File: src/rtl/uart_bridge_pkg.sv
// Shared types and constants for the UART bridge arbiter: FSM states,
// bridge command encodings and bus widths.
package uart_bridge_pkg;

    localparam int ADDR_W = 28;
    localparam int DATA_W = 32;

    localparam logic [2:0] WR_SEL_WRITE = 3'b100;
    localparam logic [2:0] WR_SEL_READ  = 3'b010;
    localparam logic [2:0] WR_SEL_NONE  = 3'b000;

    typedef enum logic [2:0] {
        ST_IDLE,
        ST_LOAD,
        ST_ISSUE,
        ST_WAIT,
        ST_DONE
    } arb_state_e;

endpackage

File: src/rtl/uart_bridge_arb_if.sv
// Requester and bridge signals of the arbiter. The slave modport is the
// arbiter's view; the master modport is the requesters/bridge side.
interface uart_bridge_arb_if
    import uart_bridge_pkg::*;
#(
    parameter int NREQ = 2
);
    logic [NREQ-1:0]        req_valid;
    logic [NREQ-1:0]        req_wr;
    logic [NREQ*ADDR_W-1:0] req_addr;
    logic [NREQ*DATA_W-1:0] req_wdata;
    logic [NREQ-1:0]        req_grant;
    logic [NREQ-1:0]        req_done;
    logic                   req_err;
    logic [DATA_W-1:0]      req_rdata;
    logic                   busy;
    logic [2:0]             UnUb_wr_sel;
    logic [ADDR_W-1:0]      UnUb_initAddr;
    logic                   UnUb_initAddrEn;
    logic [DATA_W-1:0]      UcUb_data_out;
    logic                   UbUc_data_out_en;
    logic                   br_wr_done;
    logic                   br_rd_valid;
    logic [DATA_W-1:0]      br_rdata;

    modport slave (
        input  req_valid, req_wr, req_addr, req_wdata,
        input  br_wr_done, br_rd_valid, br_rdata,
        output req_grant, req_done, req_err, req_rdata, busy,
        output UnUb_wr_sel, UnUb_initAddr, UnUb_initAddrEn,
        output UcUb_data_out, UbUc_data_out_en
    );

    modport master (
        output req_valid, req_wr, req_addr, req_wdata,
        output br_wr_done, br_rd_valid, br_rdata,
        input  req_grant, req_done, req_err, req_rdata, busy,
        input  UnUb_wr_sel, UnUb_initAddr, UnUb_initAddrEn,
        input  UcUb_data_out, UbUc_data_out_en
    );

endinterface

File: src/rtl/uart_rr_arbiter.sv
// Combinational round-robin picker: searches the request vector starting
// at the requester after last_i and returns the first hit.
module uart_rr_arbiter #(
    parameter  int NREQ  = 2,
    localparam int IDX_W = (NREQ > 1) ? $clog2(NREQ) : 1
) (
    input  logic [NREQ-1:0]  req_i,
    input  logic [IDX_W-1:0] last_i,
    output logic [NREQ-1:0]  grant_o,
    output logic [IDX_W-1:0] idx_o
);

    logic [IDX_W-1:0] cand;
    logic             found;

    always_comb begin
        grant_o = '0;
        idx_o   = '0;
        found   = 1'b0;
        cand    = '0;
        for (int k = 1; k <= NREQ; k++) begin
            cand = IDX_W'((int'(last_i) + k) % NREQ);
            if (!found && req_i[cand]) begin
                found         = 1'b1;
                grant_o[cand] = 1'b1;
                idx_o         = cand;
            end
        end
    end

endmodule

File: src/rtl/uart_bridge_arb.sv
// Round-robin arbiter serialising requester transactions onto the UART bridge.
// Define UART_ARB_TIMEOUT_EN to bound the WAIT state by TIMEOUT cycles.
module uart_bridge_arb
    import uart_bridge_pkg::*;
#(
    parameter int NREQ    = 2,
    parameter int TIMEOUT = 255
) (
    input  logic              clk,
    input  logic              rst_n,
    uart_bridge_arb_if.slave  bus
);

    localparam int IDX_W = (NREQ > 1) ? $clog2(NREQ) : 1;

    arb_state_e        state_q, state_d;
    logic [NREQ-1:0]   grant_q, grant_d;
    logic [IDX_W-1:0]  idx_q, idx_d;
    logic [IDX_W-1:0]  last_q, last_d;
    logic [ADDR_W-1:0] addr_q, addr_d;
    logic [DATA_W-1:0] wdata_q, wdata_d;
    logic              wr_q, wr_d;
    logic [DATA_W-1:0] rdata_q, rdata_d;

    logic [NREQ-1:0]   arbGrant;
    logic [IDX_W-1:0]  arbIdx;

`ifdef UART_ARB_TIMEOUT_EN
    localparam logic [7:0] TIMEOUT_LIM = 8'(TIMEOUT);
    logic [7:0] cnt_q, cnt_d;
    logic       err_q, err_d;
`endif

    if (TIMEOUT < 1 || TIMEOUT > 255) begin : g_timeout_out_of_range
    end

    uart_rr_arbiter #(.NREQ(NREQ)) u_arb (
        .req_i   (bus.req_valid),
        .last_i  (last_q),
        .grant_o (arbGrant),
        .idx_o   (arbIdx)
    );

    always_ff @(posedge clk) begin
        if (!rst_n) begin
            state_q <= ST_IDLE;
            grant_q <= '0;
            idx_q   <= '0;
            last_q  <= IDX_W'(NREQ - 1);
            addr_q  <= '0;
            wdata_q <= '0;
            wr_q    <= 1'b0;
            rdata_q <= '0;
`ifdef UART_ARB_TIMEOUT_EN
            cnt_q   <= '0;
            err_q   <= 1'b0;
`endif
        end else begin
            state_q <= state_d;
            grant_q <= grant_d;
            idx_q   <= idx_d;
            last_q  <= last_d;
            addr_q  <= addr_d;
            wdata_q <= wdata_d;
            wr_q    <= wr_d;
            rdata_q <= rdata_d;
`ifdef UART_ARB_TIMEOUT_EN
            cnt_q   <= cnt_d;
            err_q   <= err_d;
`endif
        end
    end

    always_comb begin
        state_d = state_q;
        grant_d = grant_q;
        idx_d   = idx_q;
        last_d  = last_q;
        addr_d  = addr_q;
        wdata_d = wdata_q;
        wr_d    = wr_q;
        rdata_d = rdata_q;
`ifdef UART_ARB_TIMEOUT_EN
        cnt_d   = cnt_q;
        err_d   = err_q;
`endif
        unique case (state_q)
            ST_IDLE: begin
                if (|bus.req_valid) begin
                    grant_d = arbGrant;
                    idx_d   = arbIdx;
                    addr_d  = bus.req_addr[arbIdx*ADDR_W +: ADDR_W];
                    wdata_d = bus.req_wdata[arbIdx*DATA_W +: DATA_W];
                    wr_d    = bus.req_wr[arbIdx];
                    state_d = ST_LOAD;
                end
            end
            ST_LOAD: state_d = ST_ISSUE;
            ST_ISSUE: begin
`ifdef UART_ARB_TIMEOUT_EN
                cnt_d   = '0;
                err_d   = 1'b0;
`endif
                state_d = ST_WAIT;
            end
            // Only the completion matching the command type ends the wait.
            ST_WAIT: begin
                if (wr_q && bus.br_wr_done) begin
                    state_d = ST_DONE;
                end else if (!wr_q && bus.br_rd_valid) begin
                    rdata_d = bus.br_rdata;
                    state_d = ST_DONE;
                end
`ifdef UART_ARB_TIMEOUT_EN
                else if (cnt_q + 8'd1 == TIMEOUT_LIM) begin
                    err_d   = 1'b1;
                    rdata_d = '0;
                    state_d = ST_DONE;
                end else begin
                    cnt_d = cnt_q + 8'd1;
                end
`endif
            end
            ST_DONE: begin
                last_d  = idx_q;
                state_d = ST_IDLE;
            end
            default: state_d = ST_IDLE;
        endcase
    end

    assign bus.busy             = (state_q != ST_IDLE);
    assign bus.req_grant        = (state_q != ST_IDLE) ? grant_q : '0;
    assign bus.req_done         = (state_q == ST_DONE) ? grant_q : '0;
    assign bus.req_rdata        = rdata_q;
    assign bus.UnUb_wr_sel      = (state_q == ST_ISSUE) ? (wr_q ? WR_SEL_WRITE : WR_SEL_READ)
                                                        : WR_SEL_NONE;
    assign bus.UnUb_initAddrEn  = (state_q == ST_LOAD);
    assign bus.UnUb_initAddr    = (state_q == ST_LOAD) ? addr_q : '0;
    assign bus.UbUc_data_out_en = (state_q == ST_LOAD) && wr_q;
    assign bus.UcUb_data_out    = ((state_q == ST_LOAD) && wr_q) ? wdata_q : '0;
`ifdef UART_ARB_TIMEOUT_EN
    assign bus.req_err          = (state_q == ST_DONE) && err_q;
`else
    assign bus.req_err          = 1'b0;
`endif

endmodule
File: src/flat_wrapper.sv
// flat-port wrapper written by rule: the top's interface ports become plain ports
module uart_bridge_arb_flat import uart_bridge_pkg::*;
#(
    parameter int NREQ    = 2,
    parameter int TIMEOUT = 255
)
  (clk, rst_n, bus_req_valid, bus_req_wr, bus_req_addr, bus_req_wdata, bus_br_wr_done, bus_br_rd_valid, bus_br_rdata, bus_req_grant, bus_req_done, bus_req_err, bus_req_rdata, bus_busy, bus_UnUb_wr_sel, bus_UnUb_initAddr, bus_UnUb_initAddrEn, bus_UcUb_data_out, bus_UbUc_data_out_en);
  uart_bridge_arb_if #(.NREQ(NREQ)) bus_i ();
  input  logic clk;
  input  logic rst_n;
  input wire logic [$bits(bus_i.req_valid)-1:0] bus_req_valid;
  input wire logic [$bits(bus_i.req_wr)-1:0] bus_req_wr;
  input wire logic [$bits(bus_i.req_addr)-1:0] bus_req_addr;
  input wire logic [$bits(bus_i.req_wdata)-1:0] bus_req_wdata;
  input wire logic [$bits(bus_i.br_wr_done)-1:0] bus_br_wr_done;
  input wire logic [$bits(bus_i.br_rd_valid)-1:0] bus_br_rd_valid;
  input wire logic [$bits(bus_i.br_rdata)-1:0] bus_br_rdata;
  output wire logic [$bits(bus_i.req_grant)-1:0] bus_req_grant;
  output wire logic [$bits(bus_i.req_done)-1:0] bus_req_done;
  output wire logic [$bits(bus_i.req_err)-1:0] bus_req_err;
  output wire logic [$bits(bus_i.req_rdata)-1:0] bus_req_rdata;
  output wire logic [$bits(bus_i.busy)-1:0] bus_busy;
  output wire logic [$bits(bus_i.UnUb_wr_sel)-1:0] bus_UnUb_wr_sel;
  output wire logic [$bits(bus_i.UnUb_initAddr)-1:0] bus_UnUb_initAddr;
  output wire logic [$bits(bus_i.UnUb_initAddrEn)-1:0] bus_UnUb_initAddrEn;
  output wire logic [$bits(bus_i.UcUb_data_out)-1:0] bus_UcUb_data_out;
  output wire logic [$bits(bus_i.UbUc_data_out_en)-1:0] bus_UbUc_data_out_en;
  assign bus_i.req_valid = bus_req_valid;
  assign bus_i.req_wr = bus_req_wr;
  assign bus_i.req_addr = bus_req_addr;
  assign bus_i.req_wdata = bus_req_wdata;
  assign bus_i.br_wr_done = bus_br_wr_done;
  assign bus_i.br_rd_valid = bus_br_rd_valid;
  assign bus_i.br_rdata = bus_br_rdata;
  assign bus_req_grant = bus_i.req_grant;
  assign bus_req_done = bus_i.req_done;
  assign bus_req_err = bus_i.req_err;
  assign bus_req_rdata = bus_i.req_rdata;
  assign bus_busy = bus_i.busy;
  assign bus_UnUb_wr_sel = bus_i.UnUb_wr_sel;
  assign bus_UnUb_initAddr = bus_i.UnUb_initAddr;
  assign bus_UnUb_initAddrEn = bus_i.UnUb_initAddrEn;
  assign bus_UcUb_data_out = bus_i.UcUb_data_out;
  assign bus_UbUc_data_out_en = bus_i.UbUc_data_out_en;
  uart_bridge_arb #(.NREQ(NREQ), .TIMEOUT(TIMEOUT)) u_core (.clk(clk), .rst_n(rst_n), .bus(bus_i));
endmodule
File: config.mk
export PLATFORM = sky130hd
export DESIGN_NAME = uart_bridge_arb_flat
export DESIGN_NICKNAME = d
export VERILOG_FILES = /design/src/rtl/uart_bridge_pkg.sv /design/src/rtl/uart_bridge_arb_if.sv /design/src/rtl/uart_rr_arbiter.sv /design/src/rtl/uart_bridge_arb.sv /design/src/flat_wrapper.sv
export SDC_FILE = /design/constraint.sdc
export NUM_CORES = 1
export LEC_CHECK = 0
export ABC_AREA = 0
export BUFFER_PORTS_ARGS = -buffer_cell sky130_fd_sc_hd__buf_2
export CAP_MARGIN = 20
export CORE_ASPECT_RATIO = 1.5
export CORE_MARGIN = 1.5
export CORE_UTILIZATION = 48
export DETAILED_ROUTE_END_ITERATION = 8
export GPL_TIMING_DRIVEN = 0
export PLACE_DENSITY = 0.91
export SYNTH_ARGS = -nofsm -noshare
export SYNTH_HDL_FRONTEND = slang
export SYNTH_SLANG_ARGS = --single-unit
File: constraint.sdc
create_clock -name clk -period 2.7 [get_ports clk]
set_clock_uncertainty 0.1 [all_clocks]
set_input_delay 0.135 -clock clk [delete_from_list [all_inputs] [get_ports clk]]
set_output_delay 0.135 -clock clk [all_outputs]
set_load 0.01 [all_outputs]
# Word level (Yosys, flattened, before mapping)
# Cells that the tools add are included.
word_totals:
  reg_bits: 100
  latch_bits: 0
  mem_bits_rw: 0
  mem_bits_ro: 0
  in_bits: 160
  output_inout_bits: 103
  word_cells: 65
  n_memories: 0
op_classes:
  addsub: 2
  mul: 1
  div: 0
  n_lt_le_gt_ge: 5
  n_eq_ne: 6
  n_shift: 2
  mux: 25
  bitwise_logic: 2
  n_reduce_logical: 14
op_table:
  columns: ["operator", "n"]
  rows:
  - ["$shiftx 64x7->32", 1]
  - ["$shiftx 56x7->28", 1]
  - ["$mux 32", 1]
  - ["$mux 28", 1]
  - ["$mux 3", 5]
  - ["$pmux 3 s4", 1]
  - ["$mux 1", 11]
  - ["$mux 2", 4]
  - ["$eq 3x2->1 const B", 2]
  - ["$logic_and 1x1->1", 6]
  - ["$lt 1x2->1 const B", 3]
  - ["$mul 1x3->4 const B", 1]
  - ["$reduce_and 2->1", 2]
  - ["$eq 3x1->1 const B", 1]
  - ["$eq 3x3->1 const B", 1]
  - ["$logic_not 3->1", 1]
  - ["$ne 3x1->1 const B", 1]
  - ["$reduce_and 3->1", 1]
  - ["$reduce_bool 3->1", 1]
  - ["$add 1x1->1 const B", 2]
  - ["$demux 1 s1", 2]
  - ["$ge 1x1->1 const B", 2]
  - ["$logic_not 1->1", 2]
  - ["$ne 2x1->1 const B", 1]
  - ["other kinds (3)", 3]

# Longest topological paths before layout
logic_depth:
  word_depth: 9
  ltp_mapped: 7
  ltp_nobuf: 4

# Modules after synthesis
# A second synthesis with hierarchy kept.
hier_totals:
  hier_cells: 541
  area_unflattened_um2: 5096.1
by_module_without_submodules:
  columns: ["mod", "instances", "cells_each", "area_per_inst_um2", "seq_area_each_um2"]
  rows:
  - ["uart_bridge_arb", 1, 537, 5069.9, 2001.9]
  - ["uart_rr_arbiter", 1, 4, 26.3, 0.0]

# Worst setup path after synthesis
# Ideal clock, no wire load.
synth_path:
  path_kind: "flip-flop to flip-flop"
  start: "register u_core.state_q[2]"
  end: "register u_core.addr_q[0]"
  setup_ns: 0.103
  arrival_time_ns: 1.469
  required_ns: 2.497
  setup_slack_ns: 1.029
  path_stages_with_launch: 8
  n_path_buf: 3
  period_less_slack_ns: 1.671
  cell_sequence: "dfxtp_1 buf_6 nor3_4 inv_2 or2_1 buf_6 buf_8 a222oi_1"
synth_via:
  elab_chain_cells: 2
synth_rtl:
  columns: ["element", "line_no", "rtl"]
  rows:
  - ["start, declared", "uart_bridge_arb.sv:16", "arb_state_e state_q, state_d;"]
  - ["start signal, assigned", "uart_bridge_arb.sv:59", "state_q <= state_d;"]
  - ["$logic_not 3->1", "uart_bridge_arb.sv:87", "unique case (state_q)"]
  - ["$reduce_and 2->1 (no line)", null, null]
  - ["end signal, assigned", "uart_bridge_arb.sv:63", "addr_q <= addr_d;"]
  - ["end, declared", "uart_bridge_arb.sv:20", "logic [ADDR_W-1:0] addr_q, addr_d;"]
# Every way passes these cells.
# A chain may end at the register's enable or synchronous reset.

# Worst setup path after layout
layout_path:
  start: "register u_core.state_q[0]"
  end: "output bus_UcUb_data_out[16]"
layout_via:
  elab_chain_cells: 3
layout_rtl:
  columns: ["element", "line_no", "rtl"]
  rows:
  - ["$eq 3x1->1", "uart_bridge_arb.sv:141", "assign bus.UcUb_data_out = ((state_q == ST_LOAD) && wr_q) ? wdata_q : '0;"]
  - ["$logic_and 1x1->1", "uart_bridge_arb.sv:141", null]
  - ["$mux 32", "uart_bridge_arb.sv:141", null]
  - ["end, declared", "flat_wrapper.sv:26", "output wire logic [$bits(bus_i.UcUb_data_out)-1:0] bus_UcUb_data_out;"]
# Every way passes these cells.

==> run metrics <==
outcome finished, final reports clean; final net count 1176; CTS root buf clkbuf_16; Slew headroom 58.97%; wire per inst 19.09 um; clock-pin slew on the worst setup and hold paths 0.07 ns; hold path depth 3; drt drc 0; GP Congestion 0.8581; Hold Violations, Final 0; die height 125.5 um; CP Buf/Inv Count 2; R2R depth 7; Vias 6517; Lkg Pwr 4.431 nW; Ys Warns 0; # setup viols final 0; CTS tree built; first-pass GRT wire length 33060 um; CP Class register to primary output; Netlist Area Pre-Place 4805 um2; Async S/R FF share, synth 0%; CORE AREA 9689 um2; critical path arrival 2.38 ns; EDFF count, synth 0; Total GRT Usage 38.92%; RSZ-0062 raised after global routing false; Critical Path Sink Type primary output; maxcap violations 0; CP delay by family, top simple AND/OR/NAND/NOR gates; critical path's slowest cell dfxtp_1; max incr delay on CP 0.54 ns; cells after synthesis 591; total power 0.004179 W; post-synth top area cell dfxtp_1; VDD IR max 425.3 uV; Finished Layout Cells 1136; Syn-to-layout area delta 68.15%; pwr dens 517.3 nW/um2; iteration count of the initial detailed-routing pass 8; antenna-violating nets left 0; ANT cells 0; Routed WL 21690 um; Clock Tree Buf Depth 2; vias in the first global route 6973; syn avg cell area 8.130 um2; layout cells sized above 1 30.46%; die width 84.69 um; H-tree depth 3; Startpoint Class register; area share of the largest cell type after synthesis 41.67%; final cycle utilization of the critical path 96.83%; CTS Buf Count 9; Hold Startpoint bus_req_valid[1]; Crit Path Max Fanout 10; buffers added on ports 259; #FFs+latches synth 100; sink of the worst hold path u_core.grant_q[0]; post-DP HPWL 10940 um; fin crit period 2.614 ns; FF-to-FF Start u_core.state_q[2]; max frequency 0.3825 GHz; Worst Tran Pin Value 0.6155 ns; R2R setup slack 0.10 ns; Synth Flop Type dfxtp_1; IO Pins 263; Yosys cell types 33; CP cell instances and2b_2, nor2b_2, clkbuf_1, and3_1, buf_2; Reg2Reg Capture Point u_core.wdata_q[20]; # fillers 466; Clock Sinks 100; Worst Path Required 2.47 ns; global route total overflow 0; vias per cell 5.737; Tightest Hold Check Type primary input to register; initial antenna violation count 0; post-synthesis sequential area ratio 41.67%; max-slew violations 0; worst skew pair latency 0.33 ns; largest net degree at the start of global routing 17; ranking of synthesized cells by area dfxtp_1 (42%), a222oi_1 (13%), nand2_1 (9.8%); die area 10630 um2; # rows 44; dpl cells 966; DRT iter0 DRCs 744; TNS Setup 0 ns; Initial Utilization 49.59%
## cell usage in the layout (no fill, tap or decap), types with 3 or more instances in the layout
master and instances:
a21boi_0 4, a222oi_1 60, and3_1 33, clkbuf_16 9, clkbuf_1 29, dfxtp_1 100, buf_8 6, and3_2 4
dlygate4sd3_1 154, o21a_1 3, nor3_1 3, nand2_1 126, and2_1 29, inv_1 123, buf_2 268, clkbuf_2 7
mux2i_1 33
## worst max path at each step
stage	startpoint	slack, ns	to	cells past startpoint
global route	u_core.state_q[2]	0.007	u_core.wdata_q[20]	7
finish	u_core.state_q[0]	0.09	bus_UcUb_data_out[16]	5
CTS	u_core.state_q[0]	0.04	bus_UcUb_data_out[15]	5
floorplan	u_core.state_q[2]	1.03	u_core.addr_q[0]	7
global placement	u_core.state_q[0]	0.47	bus_UcUb_data_out[15]	5
detailed placement	u_core.state_q[0]	0.40	bus_UcUb_data_out[15]	5
## cell usage after synthesis, drive strengths merged, types with 2 or more instances
library cell	count
and2	31
mux2i	33
nand2	126
o21a	3
inv	124
clkbuf	35
a222oi	60
nor2b	2
and3	37
nor3	4
a21boi	4
dfxtp	100
buf	19
## final cells by class
type | instances | area [um2] | share of cell area (%)
repair buffers | 413 | 2838 | 35.12
multi-input cells | 314 | 2039 | 25.24
clock inverters | 5 | 35.03 | 0.4336
clock buffers | 11 | 242.7 | 3.004
well taps | 115 | 143.9 | 1.781
inverters | 124 | 465.4 | 5.761
flip-flops and latches | 100 | 2002 | 24.78
plain buffers | 54 | 312.8 | 3.872
## sequential cells by signal (all words and copies together) (netlist names)
register              cells
u_core.last_q             1
u_core.grant_q            2
u_core.wdata_q           32
u_core.bus.req_rdata     32
u_core.idx_q              1
u_core.state_q            3
u_core.wr_q               1
u_core.addr_q            28
## metrics by stage
stage	area, um2	hold slack (ns)	util, %	setup WS, ns
final	8079	0.1631	83.38	0.08571
after global routing	8079	0.1492	83.38	0.007241
after detailed placement	6248	0.2868	64.49	0.3966
after CTS	8048	0.004419	83.06	0.04070
after floorplan	4808	0.1770	-	1.029
after global placement	6248	0.2831	64.49	0.4744
## report_power, final
| group | total (W) | leakage, nW | internal [W] | switching [W] |
|---|---|---|---|---|
| Combinational | 0.00118 | 3.47 | 0.000630 | 0.000550 |
| Sequential | 0.00175 | 0.824 | 0.00165 | 0.0000991 |
| Clock | 0.00125 | 0.136 | 0.000656 | 0.000593 |
## tightest hold or removal path, delay by kind of cell
| kind | cells | cell delay [ns] |
|---|---|---|
| compound gates | 2 | 0.29 |
| buf+inv | 1 | 0.13 |
## metal layers
layer  vias to the layer above  wire length, um  track usage (%)
li1                       2807                -                -
met1                      2965             7091            39.04
met2                       574            10850            67.88
met3                       171             1967            8.383
met4                         0             1780            31.40
met5                         -                0                0
## kinds of logic after synthesis
| family | synth area share [%] |
|---|---|
| compound gates | 14.69 |
| simple gates | 20.68 |
| flops | 41.67 |
| mux | 6.875 |
| buf+inv | 16.02 |
| other cells | 0.07805 |
## repair_timing
action / 4_1_cts / 5_1_grt
hold buffers: 152 / 2
gates resized for setup: 0 / 15
endpoints found under the hold margin: 92 / 2
setup buffers: 0 / 0
endpoints found under the setup margin: 0 / 90
No activity file was read; power rests on OpenSTA's default activity.
